<file path="src/rtl/dmem_arbiter_pkg.sv">
// Shared definitions for the data-memory arbiter: sequencer states, requester ids,
// performance counter width and a saturating increment helper.
package dmem_arb_pkg;

    typedef enum logic [1:0] {
        IDLE   = 2'd0,
        ACCESS = 2'd1,
        RESP   = 2'd2
    } arb_state_e;

    localparam logic REQ_CPU = 1'b0;
    localparam logic REQ_DBG = 1'b1;

    localparam int CNT_W = 16;

    function automatic logic [CNT_W-1:0] sat_inc(input logic [CNT_W-1:0] v);
        return (v == {CNT_W{1'b1}}) ? v : v + CNT_W'(1);
    endfunction

endpackage

</file>
<file path="src/rtl/dmem_arbiter_if.sv">
// Bundle of the two requester ports plus the memory-side bus of the data-memory arbiter.
// The slave modport is the arbiter's view; master is the requesters' and memory's view.
interface dmem_arbiter_if #(
    parameter int WORD_SIZE = 8,
    parameter int ADDR_LEN  = 8
);
    logic                 req0;
    logic                 we0;
    logic [ADDR_LEN-1:0]  addr0;
    logic [WORD_SIZE-1:0] wdata0;
    logic                 ack0;
    logic                 err0;

    logic                 req1;
    logic                 we1;
    logic [ADDR_LEN-1:0]  addr1;
    logic [WORD_SIZE-1:0] wdata1;
    logic                 ack1;
    logic                 err1;

    logic [WORD_SIZE-1:0] rdata;

    logic                 mem_en;
    logic                 mem_we;
    logic [ADDR_LEN-1:0]  mem_addr;
    logic [WORD_SIZE-1:0] mem_wdata;
    logic [WORD_SIZE-1:0] mem_rdata;

    modport slave (
        input  req0, we0, addr0, wdata0,
        input  req1, we1, addr1, wdata1,
        input  mem_rdata,
        output ack0, err0, ack1, err1, rdata,
        output mem_en, mem_we, mem_addr, mem_wdata
    );

    modport master (
        output req0, we0, addr0, wdata0,
        output req1, we1, addr1, wdata1,
        output mem_rdata,
        input  ack0, err0, ack1, err1, rdata,
        input  mem_en, mem_we, mem_addr, mem_wdata
    );

endinterface

</file>
<file path="src/rtl/dmem_arbiter_rr_arb2.sv">
// Combinational two-way round-robin pick: a lone eligible requester wins outright,
// a tie goes to the requester rr_ptr_i points at.
module rr_arb2 (
    input  logic [1:0] eligible_i,
    input  logic       rr_ptr_i,
    output logic       gnt_valid_o,
    output logic       gnt_id_o
);

    always_comb begin
        gnt_valid_o = |eligible_i;
        gnt_id_o    = 1'b0;
        if (&eligible_i) begin
            gnt_id_o = rr_ptr_i;
        end else begin
            gnt_id_o = eligible_i[1];
        end
    end

endmodule

</file>
<file path="src/rtl/dmem_arbiter.sv">
// Round-robin arbiter sharing one synchronous single-port data memory between the CPU
// and a debug port. Define DMEM_ARBITER_PERF_CNT_EN to add grant/wait counters.
module dmem_arbiter
    import dmem_arb_pkg::*;
#(
    parameter int WORD_SIZE = 8,
    parameter int ADDR_LEN  = 8,
    parameter int MEM_SIZE  = 256
) (
    input  logic clk,
    input  logic rst,
    dmem_arbiter_if.slave bus
`ifdef DMEM_ARBITER_PERF_CNT_EN
    ,
    output logic [CNT_W-1:0] cnt_gnt0,
    output logic [CNT_W-1:0] cnt_gnt1,
    output logic [CNT_W-1:0] cnt_wait
`endif
);

    arb_state_e           state_q, state_d;
    logic                 rr_ptr_q, rr_ptr_d;
    logic                 gnt_id_q, gnt_id_d;
    logic                 we_q, we_d;
    logic                 err_q, err_d;
    logic                 ack0_q, ack0_d;
    logic                 ack1_q, ack1_d;
    logic                 err0_q, err0_d;
    logic                 err1_q, err1_d;
    logic [WORD_SIZE-1:0] rdata_q, rdata_d;
    logic                 mem_en_q, mem_en_d;
    logic                 mem_we_q, mem_we_d;
    logic [ADDR_LEN-1:0]  mem_addr_q, mem_addr_d;
    logic [WORD_SIZE-1:0] mem_wdata_q, mem_wdata_d;

    logic [1:0]           eligible;
    logic                 gnt_valid;
    logic                 gnt_id;
    logic                 sel_we;
    logic [ADDR_LEN-1:0]  sel_addr;
    logic [WORD_SIZE-1:0] sel_wdata;
    logic [ADDR_LEN:0]    sel_addr_ext;
    logic                 sel_oor;

    // A port whose ack is showing still has its req up; it must not be granted again.
    assign eligible = {bus.req1 & ~ack1_q, bus.req0 & ~ack0_q};

    rr_arb2 u_rr_arb2 (
        .eligible_i  (eligible),
        .rr_ptr_i    (rr_ptr_q),
        .gnt_valid_o (gnt_valid),
        .gnt_id_o    (gnt_id)
    );

    assign sel_we       = (gnt_id == REQ_DBG) ? bus.we1    : bus.we0;
    assign sel_addr     = (gnt_id == REQ_DBG) ? bus.addr1  : bus.addr0;
    assign sel_wdata    = (gnt_id == REQ_DBG) ? bus.wdata1 : bus.wdata0;
    assign sel_addr_ext = {1'b0, sel_addr};
    assign sel_oor      = sel_addr_ext >= (ADDR_LEN+1)'(MEM_SIZE);

    // The mem_addr/mem_wdata registers double as the request latches for the access.
    always_comb begin
        state_d     = state_q;
        rr_ptr_d    = rr_ptr_q;
        gnt_id_d    = gnt_id_q;
        we_d        = we_q;
        err_d       = err_q;
        ack0_d      = 1'b0;
        ack1_d      = 1'b0;
        err0_d      = 1'b0;
        err1_d      = 1'b0;
        rdata_d     = rdata_q;
        mem_en_d    = 1'b0;
        mem_we_d    = 1'b0;
        mem_addr_d  = mem_addr_q;
        mem_wdata_d = mem_wdata_q;

        case (state_q)
            IDLE: begin
                if (gnt_valid) begin
                    gnt_id_d = gnt_id;
                    we_d     = sel_we;
                    err_d    = sel_oor;
                    if (sel_oor) begin
                        state_d = RESP;
                    end else begin
                        state_d     = ACCESS;
                        mem_en_d    = 1'b1;
                        mem_we_d    = sel_we;
                        mem_addr_d  = sel_addr;
                        mem_wdata_d = sel_wdata;
                    end
                end
            end
            ACCESS: begin
                state_d = RESP;
            end
            RESP: begin
                rdata_d  = (we_q || err_q) ? '0 : bus.mem_rdata;
                ack0_d   = (gnt_id_q == REQ_CPU);
                ack1_d   = (gnt_id_q == REQ_DBG);
                err0_d   = err_q && (gnt_id_q == REQ_CPU);
                err1_d   = err_q && (gnt_id_q == REQ_DBG);
                rr_ptr_d = ~gnt_id_q;
                state_d  = IDLE;
            end
            default: begin
                state_d = IDLE;
            end
        endcase
    end

    always_ff @(posedge clk or posedge rst) begin
        if (rst) begin
            state_q     <= IDLE;
            rr_ptr_q    <= 1'b0;
            gnt_id_q    <= 1'b0;
            we_q        <= 1'b0;
            err_q       <= 1'b0;
            ack0_q      <= 1'b0;
            ack1_q      <= 1'b0;
            err0_q      <= 1'b0;
            err1_q      <= 1'b0;
            rdata_q     <= '0;
            mem_en_q    <= 1'b0;
            mem_we_q    <= 1'b0;
            mem_addr_q  <= '0;
            mem_wdata_q <= '0;
        end else begin
            state_q     <= state_d;
            rr_ptr_q    <= rr_ptr_d;
            gnt_id_q    <= gnt_id_d;
            we_q        <= we_d;
            err_q       <= err_d;
            ack0_q      <= ack0_d;
            ack1_q      <= ack1_d;
            err0_q      <= err0_d;
            err1_q      <= err1_d;
            rdata_q     <= rdata_d;
            mem_en_q    <= mem_en_d;
            mem_we_q    <= mem_we_d;
            mem_addr_q  <= mem_addr_d;
            mem_wdata_q <= mem_wdata_d;
        end
    end

    assign bus.ack0      = ack0_q;
    assign bus.ack1      = ack1_q;
    assign bus.err0      = err0_q;
    assign bus.err1      = err1_q;
    assign bus.rdata     = rdata_q;
    assign bus.mem_en    = mem_en_q;
    assign bus.mem_we    = mem_we_q;
    assign bus.mem_addr  = mem_addr_q;
    assign bus.mem_wdata = mem_wdata_q;

`ifdef DMEM_ARBITER_PERF_CNT_EN
    logic [CNT_W-1:0] cnt_gnt0_q, cnt_gnt1_q, cnt_wait_q;
    logic             gnt0_now, gnt1_now, wait_now;

    // A wait is either the losing side of an IDLE tie or the other port's req during a busy cycle.
    always_comb begin
        gnt0_now = (state_q == IDLE) && gnt_valid && (gnt_id == REQ_CPU);
        gnt1_now = (state_q == IDLE) && gnt_valid && (gnt_id == REQ_DBG);
        if (state_q == IDLE) begin
            wait_now = &eligible;
        end else begin
            wait_now = (gnt_id_q == REQ_CPU) ? bus.req1 : bus.req0;
        end
    end

    always_ff @(posedge clk or posedge rst) begin
        if (rst) begin
            cnt_gnt0_q <= '0;
            cnt_gnt1_q <= '0;
            cnt_wait_q <= '0;
        end else begin
            if (gnt0_now) cnt_gnt0_q <= sat_inc(cnt_gnt0_q);
            if (gnt1_now) cnt_gnt1_q <= sat_inc(cnt_gnt1_q);
            if (wait_now) cnt_wait_q <= sat_inc(cnt_wait_q);
        end
    end

    assign cnt_gnt0 = cnt_gnt0_q;
    assign cnt_gnt1 = cnt_gnt1_q;
    assign cnt_wait = cnt_wait_q;
`endif

endmodule

</file>
<file path="src/flat_wrapper.sv">
// flat-port wrapper written by rule: the top's interface ports become plain ports
module dmem_arbiter_flat import dmem_arb_pkg::*;
#(
    parameter int WORD_SIZE = 8,
    parameter int ADDR_LEN  = 8,
    parameter int MEM_SIZE  = 256
)
  (clk, rst, bus_req0, bus_we0, bus_addr0, bus_wdata0, bus_req1, bus_we1, bus_addr1, bus_wdata1, bus_mem_rdata, bus_ack0, bus_err0, bus_ack1, bus_err1, bus_rdata, bus_mem_en, bus_mem_we, bus_mem_addr, bus_mem_wdata);
  dmem_arbiter_if #(.WORD_SIZE(WORD_SIZE), .ADDR_LEN(ADDR_LEN)) bus_i ();
  input  logic clk;
  input  logic rst;
  input wire logic [$bits(bus_i.req0)-1:0] bus_req0;
  input wire logic [$bits(bus_i.we0)-1:0] bus_we0;
  input wire logic [$bits(bus_i.addr0)-1:0] bus_addr0;
  input wire logic [$bits(bus_i.wdata0)-1:0] bus_wdata0;
  input wire logic [$bits(bus_i.req1)-1:0] bus_req1;
  input wire logic [$bits(bus_i.we1)-1:0] bus_we1;
  input wire logic [$bits(bus_i.addr1)-1:0] bus_addr1;
  input wire logic [$bits(bus_i.wdata1)-1:0] bus_wdata1;
  input wire logic [$bits(bus_i.mem_rdata)-1:0] bus_mem_rdata;
  output wire logic [$bits(bus_i.ack0)-1:0] bus_ack0;
  output wire logic [$bits(bus_i.err0)-1:0] bus_err0;
  output wire logic [$bits(bus_i.ack1)-1:0] bus_ack1;
  output wire logic [$bits(bus_i.err1)-1:0] bus_err1;
  output wire logic [$bits(bus_i.rdata)-1:0] bus_rdata;
  output wire logic [$bits(bus_i.mem_en)-1:0] bus_mem_en;
  output wire logic [$bits(bus_i.mem_we)-1:0] bus_mem_we;
  output wire logic [$bits(bus_i.mem_addr)-1:0] bus_mem_addr;
  output wire logic [$bits(bus_i.mem_wdata)-1:0] bus_mem_wdata;
  assign bus_i.req0 = bus_req0;
  assign bus_i.we0 = bus_we0;
  assign bus_i.addr0 = bus_addr0;
  assign bus_i.wdata0 = bus_wdata0;
  assign bus_i.req1 = bus_req1;
  assign bus_i.we1 = bus_we1;
  assign bus_i.addr1 = bus_addr1;
  assign bus_i.wdata1 = bus_wdata1;
  assign bus_i.mem_rdata = bus_mem_rdata;
  assign bus_ack0 = bus_i.ack0;
  assign bus_err0 = bus_i.err0;
  assign bus_ack1 = bus_i.ack1;
  assign bus_err1 = bus_i.err1;
  assign bus_rdata = bus_i.rdata;
  assign bus_mem_en = bus_i.mem_en;
  assign bus_mem_we = bus_i.mem_we;
  assign bus_mem_addr = bus_i.mem_addr;
  assign bus_mem_wdata = bus_i.mem_wdata;
  dmem_arbiter #(.WORD_SIZE(WORD_SIZE), .ADDR_LEN(ADDR_LEN), .MEM_SIZE(MEM_SIZE)) u_core (.clk(clk), .rst(rst), .bus(bus_i));
endmodule
</file>
<file path="config.mk">
export PLATFORM = sky130hd
export DESIGN_NAME = dmem_arbiter_flat
export DESIGN_NICKNAME = d
export VERILOG_FILES = /design/src/rtl/dmem_arbiter_pkg.sv /design/src/rtl/dmem_arbiter_if.sv /design/src/rtl/dmem_arbiter_rr_arb2.sv /design/src/rtl/dmem_arbiter.sv /design/src/flat_wrapper.sv
export SDC_FILE = /design/constraint.sdc
export NUM_CORES = 1
export LEC_CHECK = 0
export BUFFER_PORTS_ARGS = -buffer_cell sky130_fd_sc_hd__buf_2
export CELL_PAD_IN_SITES_DETAIL_PLACEMENT = 0
export CELL_PAD_IN_SITES_GLOBAL_PLACEMENT = 1
export CORE_ASPECT_RATIO = 1.2
export CORE_MARGIN = 2
export CORE_UTILIZATION = 25
export CTS_CLUSTER_DIAMETER = 80
export DETAILED_ROUTE_END_ITERATION = 12
export GPL_ROUTABILITY_DRIVEN = 0
export MAX_ROUTING_LAYER = met4
export PLACE_DENSITY = 0.7
export SLEW_MARGIN = 30
export SYNTH_ARGS = -nofsm -noshare
export SYNTH_HDL_FRONTEND = slang
export SYNTH_SLANG_ARGS = --single-unit
</file>
<file path="constraint.sdc">
create_clock -name clk -period 3.88 [get_ports clk]
set_input_delay 0.388 -clock clk [delete_from_list [all_inputs] [get_ports clk]]
set_output_delay 0.388 -clock clk [all_outputs]
set_load 0.01 [all_outputs]
</file>
# [Yosys cells after proc, flatten, opt, wreduce, memory -nomap -nowiden]
# Index checks and enable logic that the tools add are counted.
[totals] reg_bits=36 elab_cells=50 out_inout_bits=30 input_bits=46
[op_classes] magnitude_cmp=1 muxes=18 n_eq_ne=3 bitwise=6 reduce_logical=8
[op_table] operator="$mux 8" count=3
[op_table] operator="$mux 1" count=12
[op_table] operator="$ge 8x9->1 const B" count=1
[op_table] operator="$mux 2" count=2
[op_table] operator="$not 1->1" count=4
[op_table] operator="$pmux 2 s2" count=1
[op_table] operator="$reduce_and 2->1" count=2
[op_table] operator="$reduce_and 3->1" count=1
[op_table] operator="$and 1x1->1" count=2
[op_table] operator="$eq 2x1->1 const B" count=1
[op_table] operator="$eq 2x2->1 const B" count=1
[op_table] operator="$logic_and 1x1->1" count=2
[op_table] operator="$logic_not 2->1" count=1
[op_table] operator="$ne 2x1->1 const B" count=1
[op_table] operator="$reduce_or 2->1" count=1
[op_table] operator="$logic_or 1x1->1" count=1

# [Logic depth before layout (Yosys ltp)]
[depth] word_depth=9 depth_mapped=6 mapped_depth_nobuf=4

# [By module]
# Synthesis repeated with hierarchy kept, for this count alone.
[unflattened] cells_unflattened=108 hier_area_um2=1585.3
[modules_own_cells] module="dmem_arbiter" instances=1 cells_per_inst=105 area_per_inst_um2=1567.8 seq_area_each_um2=825.8
[modules_own_cells] module="rr_arb2" instances=1 cells_per_inst=3 area_per_inst_um2=17.5 seq_area_each_um2=0.0

# [Least setup slack after synthesis]
# No wires, ideal clock.
[synth_path] kind="reg2reg" start="register u_core.ack0_q, in the netlist u_core.bus.ack0" end="register u_core.mem_addr_q[4], in the netlist u_core.bus.mem_addr[4]" synth_period_minus_slack_ps=1296 path_stages_with_launch=6 setup_time_ps=126 path_buffers=2 required_time_ps=3754 arrival_time_ps=1170 setup_slack_ps=2584 cell_sequence="dfrtp_1 -> nand2b_4 -> a211oi_4 -> buf_6 -> buf_6 -> a31oi_1"
[synth_via] elab_chain_len=8 elab_cells_between_ends=9 classes_between="order compare: 1; mux: 2; bitwise: 3; reduce/logical: 3"
[synth_rtl] element="start, declared" line="dmem_arbiter.sv:26" rtl="logic ack0_q, ack0_d;"
[synth_rtl] element="start signal, assigned" line="dmem_arbiter.sv:135" rtl="ack0_q <= ack0_d;"
[synth_rtl] element="$not 1->1 *" line="dmem_arbiter.sv:46" rtl="assign eligible = {bus.req1 & ~ack1_q, bus.req0 & ~ack0_q};"
[synth_rtl] element="$and 1x1->1 *" line="dmem_arbiter.sv:46"
[synth_rtl] element="$reduce_and 2->1" line="dmem_arbiter_rr_arb2.sv:13" rtl="if (&eligible_i) begin"
[synth_rtl] element="$mux 1" line="dmem_arbiter_rr_arb2.sv:13"
[synth_rtl] element="$mux 8" line="dmem_arbiter.sv:56" rtl="assign sel_addr = (gnt_id == REQ_DBG) ? bus.addr1 : bus.addr0;"
[synth_rtl] element="$ge 8x9->1" line="dmem_arbiter.sv:59" rtl="assign sel_oor = sel_addr_ext >= (ADDR_LEN+1)'(MEM_SIZE);"
[synth_rtl] element="$not 1->1 (no source line)"
[synth_rtl] element="$reduce_and 3->1 (no source line)"
[synth_rtl] element="end signal, assigned" line="dmem_arbiter.sv:142" rtl="mem_addr_q <= mem_addr_d;"
[synth_rtl] element="end, declared" line="dmem_arbiter.sv:33" rtl="logic [ADDR_LEN-1:0] mem_addr_q, mem_addr_d;"
# Mark *: on every way between the ends. The rest lies on a longest branch, timed or not.
# A chain may end at the register's enable or synchronous reset.

# [Final worst setup path]
[layout_path] start="register u_core.ack0_q, in the netlist u_core.bus.ack0" end="register u_core.mem_wdata_q[4], in the netlist u_core.bus.mem_wdata[4]"
[layout_via] elab_chain_len=8 elab_cells_between_ends=10 classes_between="order compare: 1; mux: 3; bitwise: 3; reduce/logical: 3"
[layout_rtl] element="$not 1->1 *" line="dmem_arbiter.sv:46"
[layout_rtl] element="$and 1x1->1 *" line="dmem_arbiter.sv:46"
[layout_rtl] element="$reduce_and 2->1" line="dmem_arbiter_rr_arb2.sv:13"
[layout_rtl] element="$mux 1" line="dmem_arbiter_rr_arb2.sv:13"
[layout_rtl] element="$mux 8" line="dmem_arbiter.sv:56"
[layout_rtl] element="$ge 8x9->1" line="dmem_arbiter.sv:59"
[layout_rtl] element="$not 1->1 (no source line)"
[layout_rtl] element="$reduce_and 3->1 (no source line)"
[layout_rtl] element="end signal, assigned" line="dmem_arbiter.sv:143" rtl="mem_wdata_q <= mem_wdata_d;"
[layout_rtl] element="end, declared" line="dmem_arbiter.sv:34" rtl="logic [WORD_SIZE-1:0] mem_wdata_q, mem_wdata_d;"
# Marks and branches as above.

==> flow_metrics.tcl <==
set metrics [dict create \
    powerDensity_nw_per_um2 764 \
    routed.top_layer "met4" \
    grt_usage_pct 11.5 \
    timing.rr.start "u_core.bus.ack0" \
    netlist.area_leader.share_pct 55.5 \
    ys_warn_count 0 \
    setup_viol 0 \
    start_util_pct 26.1 \
    grt_max_degree 39 \
    io_pins 76 \
    async_flop_share_pct 100 \
    period_share_pct 36.8 \
    mappedNetlistArea_sq_um 1490 \
    leakagePower_nw 1.00 \
    wl_per_cell_um 10.7 \
    drtIter0Drc 48 \
    criticalPathCategory "register to register" \
    rows 30 \
    worst_pin_slew_ns 0.584 \
    viasPerCell 3.99 \
    final_hold_viol_count 0 \
    cts_setup_buffers 0 \
    crit_slowest_cell "dfrtp_1" \
    grt_pass1_vias 1188 \
    period_needed_ns 1.43 \
    r2r_cells 5 \
    clock_latency_ns 0.28 \
    cts_root_buffer "clkbuf_8" \
    worstPathRequired_ns 4.08 \
    yosys-top-cells-area "dfrtp_1 (56%), nand2_1 (11%), a31oi_1 (7.1%)" \
    die_area_sq_um 6590 \
    worstPathCellList "nand2b_4 -> a211oi_4 -> buf_4 -> nor2_1 -> a31oi_1" \
    startpoint_type "register" \
    antenna_left 0 \
    antenna_found_initial 0 \
    grt_pass1_wl_um 5480 \
    cts_buffers 5 \
    r2r_slack_ns 2.45 \
    ys_ff_latch 33 \
    area_growth_pct 35.2 \
    synth_largest_area_cell "dfrtp_1" \
    cpPeakStageDelay_ns 0.37 \
    core_area_sq_um 5710 \
    cts_tree "yes" \
    wirelength_um 3270 \
    worst-path-buf-inv 1 \
    wl_met1_um 1440 \
    io_buffers 73 \
    layout-drive-gt1-share_pct 39.2 \
    grt_remaining_overflow 0 \
    outcome "finished, final reports clean" \
    drc 0 \
    finalNetCount 272 \
    rsz0062_at_grt "no" \
    n_antenna_cell 0 \
    cts.repair.resized 0 \
    die_width_um 74.4 \
    clk_pin_slew_ns 0.07 \
    hold_buffers 0 \
    hold_class "primary input to asynchronous set/reset pin" \
    synth_cells 154 \
    vdd_drop_max_uv 333 \
    maxSlewHeadroom_pct 61.0 \
    synth_ff_type "dfrtp_1" \
    cp_max_fo 38 \
    synth_cell_type_count 20 \
    arrival_ns 1.63 \
    critPathCaptureType "register" \
    cts_buffer_depth 2 \
    htreeDepth 2 \
    vias 1224 \
    final_common_cell "buf_2" \
    drv_slew 0 \
    layout_common_cells "buf_2 (73), nand2_1 (43), dfrtp_1 (33)" \
    met2WireLength_um 1570 \
    hold_ws_ns 0.182 \
    first_pass_iters 4 \
    route.met3.wl_um 238 \
    dp_hpwl_um 2310 \
    drv_cap 0 \
    cp_top_family "compound AO/OA/AOI/OAI gates" \
    max_freq_mhz 701 \
    finalClockSkew_ns 0.00877 \
    postSynthAreaPerCell_sq_um 9.66 \
    setup_tns_ns 0 \
    synth-edff-count 0 \
    cts.sinks 33 \
    synth_seq_area_share_pct 55.5 \
    die_h_um 88.5 \
    reg2reg_to "u_core.bus.mem_wdata[4]" \
]
==> report_power, final <==
part,internal [mW],total [mW],switching [mW],leakage (nW)
clock,0.255,0.384,0.129,0.0681
sequential,0.494,0.582,0.0882,0.397
combinational,0.247,0.570,0.323,0.538
total,0.997,1.54,0.540,1.00
==> through the flow <==
stage,instances,cell area (sq um),total power [mW],setup WS (ns),utilization [%]
6_report,307,2010,1.54,2.45,35.3
5_1_grt,307,2010,1.68,2.30,35.3
4_1_cts,307,2010,1.57,2.43,35.3
3_5_place_dp,299,1880,1.18,2.38,32.9
3_3_place_gp,299,1880,1.17,2.40,32.9
2_1_floorplan,155,1490,1.01,2.58,-
==> Yosys cell counts, types with 2 or more instances <==
master and number:
dfrtp_1 33, nand2b_4 2, nor2_1 19, a31oi_1 17, nand2b_1 9, nand2_1 43, buf_6 5, buf_4 3
buf_2 3, o21ai_0 8, inv_1 3
==> cells by family after synthesis <==
kind of cell    share of synthesized area, %
compound gates                          15.5
buf+inv                                 7.06
flops                                   55.5
other cells                            0.252
simple gates                            21.7
==> layout make-up <==
type / count / area, sq um
multi-input combinational: 108 / 561
tap: 80 / 100
sequential: 33 / 826
fill: 629 / 3690
timing repair buffer: 75 / 380
clock inverter: 3 / 65.1
clock buffer: 5 / 68.8
inverter: 3 / 11.3
==> flip-flops by register name, summed over array words and instances, names as in the netlist <==
name                  flops
u_core.gnt_id_q           1
u_core.bus.rdata          8
u_core.bus.mem_we         1
u_core.bus.mem_en         1
u_core.we_q               1
u_core.bus.ack1           1
u_core.bus.ack0           1
u_core.bus.mem_addr       8
u_core.bus.mem_wdata      8
u_core.rr_ptr_q           1
u_core.state_q            2
==> metal layers <==
metal	vias to the layer above	global-route usage, %
met3	2	4.33
met2	46	17.9
met5	-	-
met4	0	4.38
met1	537	13.5
li1	639	-
==> worst max-delay path by stage <==
| stage | slack, ns | start | to | cells past startpoint |
|---|---|---|---|---|
| 2_1_floorplan | 2.58 | u_core.bus.ack0 | u_core.bus.mem_addr[4] | 5 |
| 3_3_place_gp | 2.40 | bus_req0 | u_core.we_q | 6 |
| 3_5_place_dp | 2.38 | bus_req0 | u_core.bus.mem_wdata[2] | 6 |
| 4_1_cts | 2.43 | u_core.bus.ack0 | u_core.bus.mem_wdata[2] | 5 |
| 5_1_grt | 2.30 | u_core.bus.ack0 | u_core.bus.mem_wdata[4] | 5 |
| 6_report | 2.45 | u_core.bus.ack0 | u_core.bus.mem_wdata[4] | 5 |
==> tightest hold or removal path, stage by stage <==
cell and delay [ns]:
buf_2 0.09, inv_1 0.04, buf_4 0.36
(Power assumes the default switching activity.)
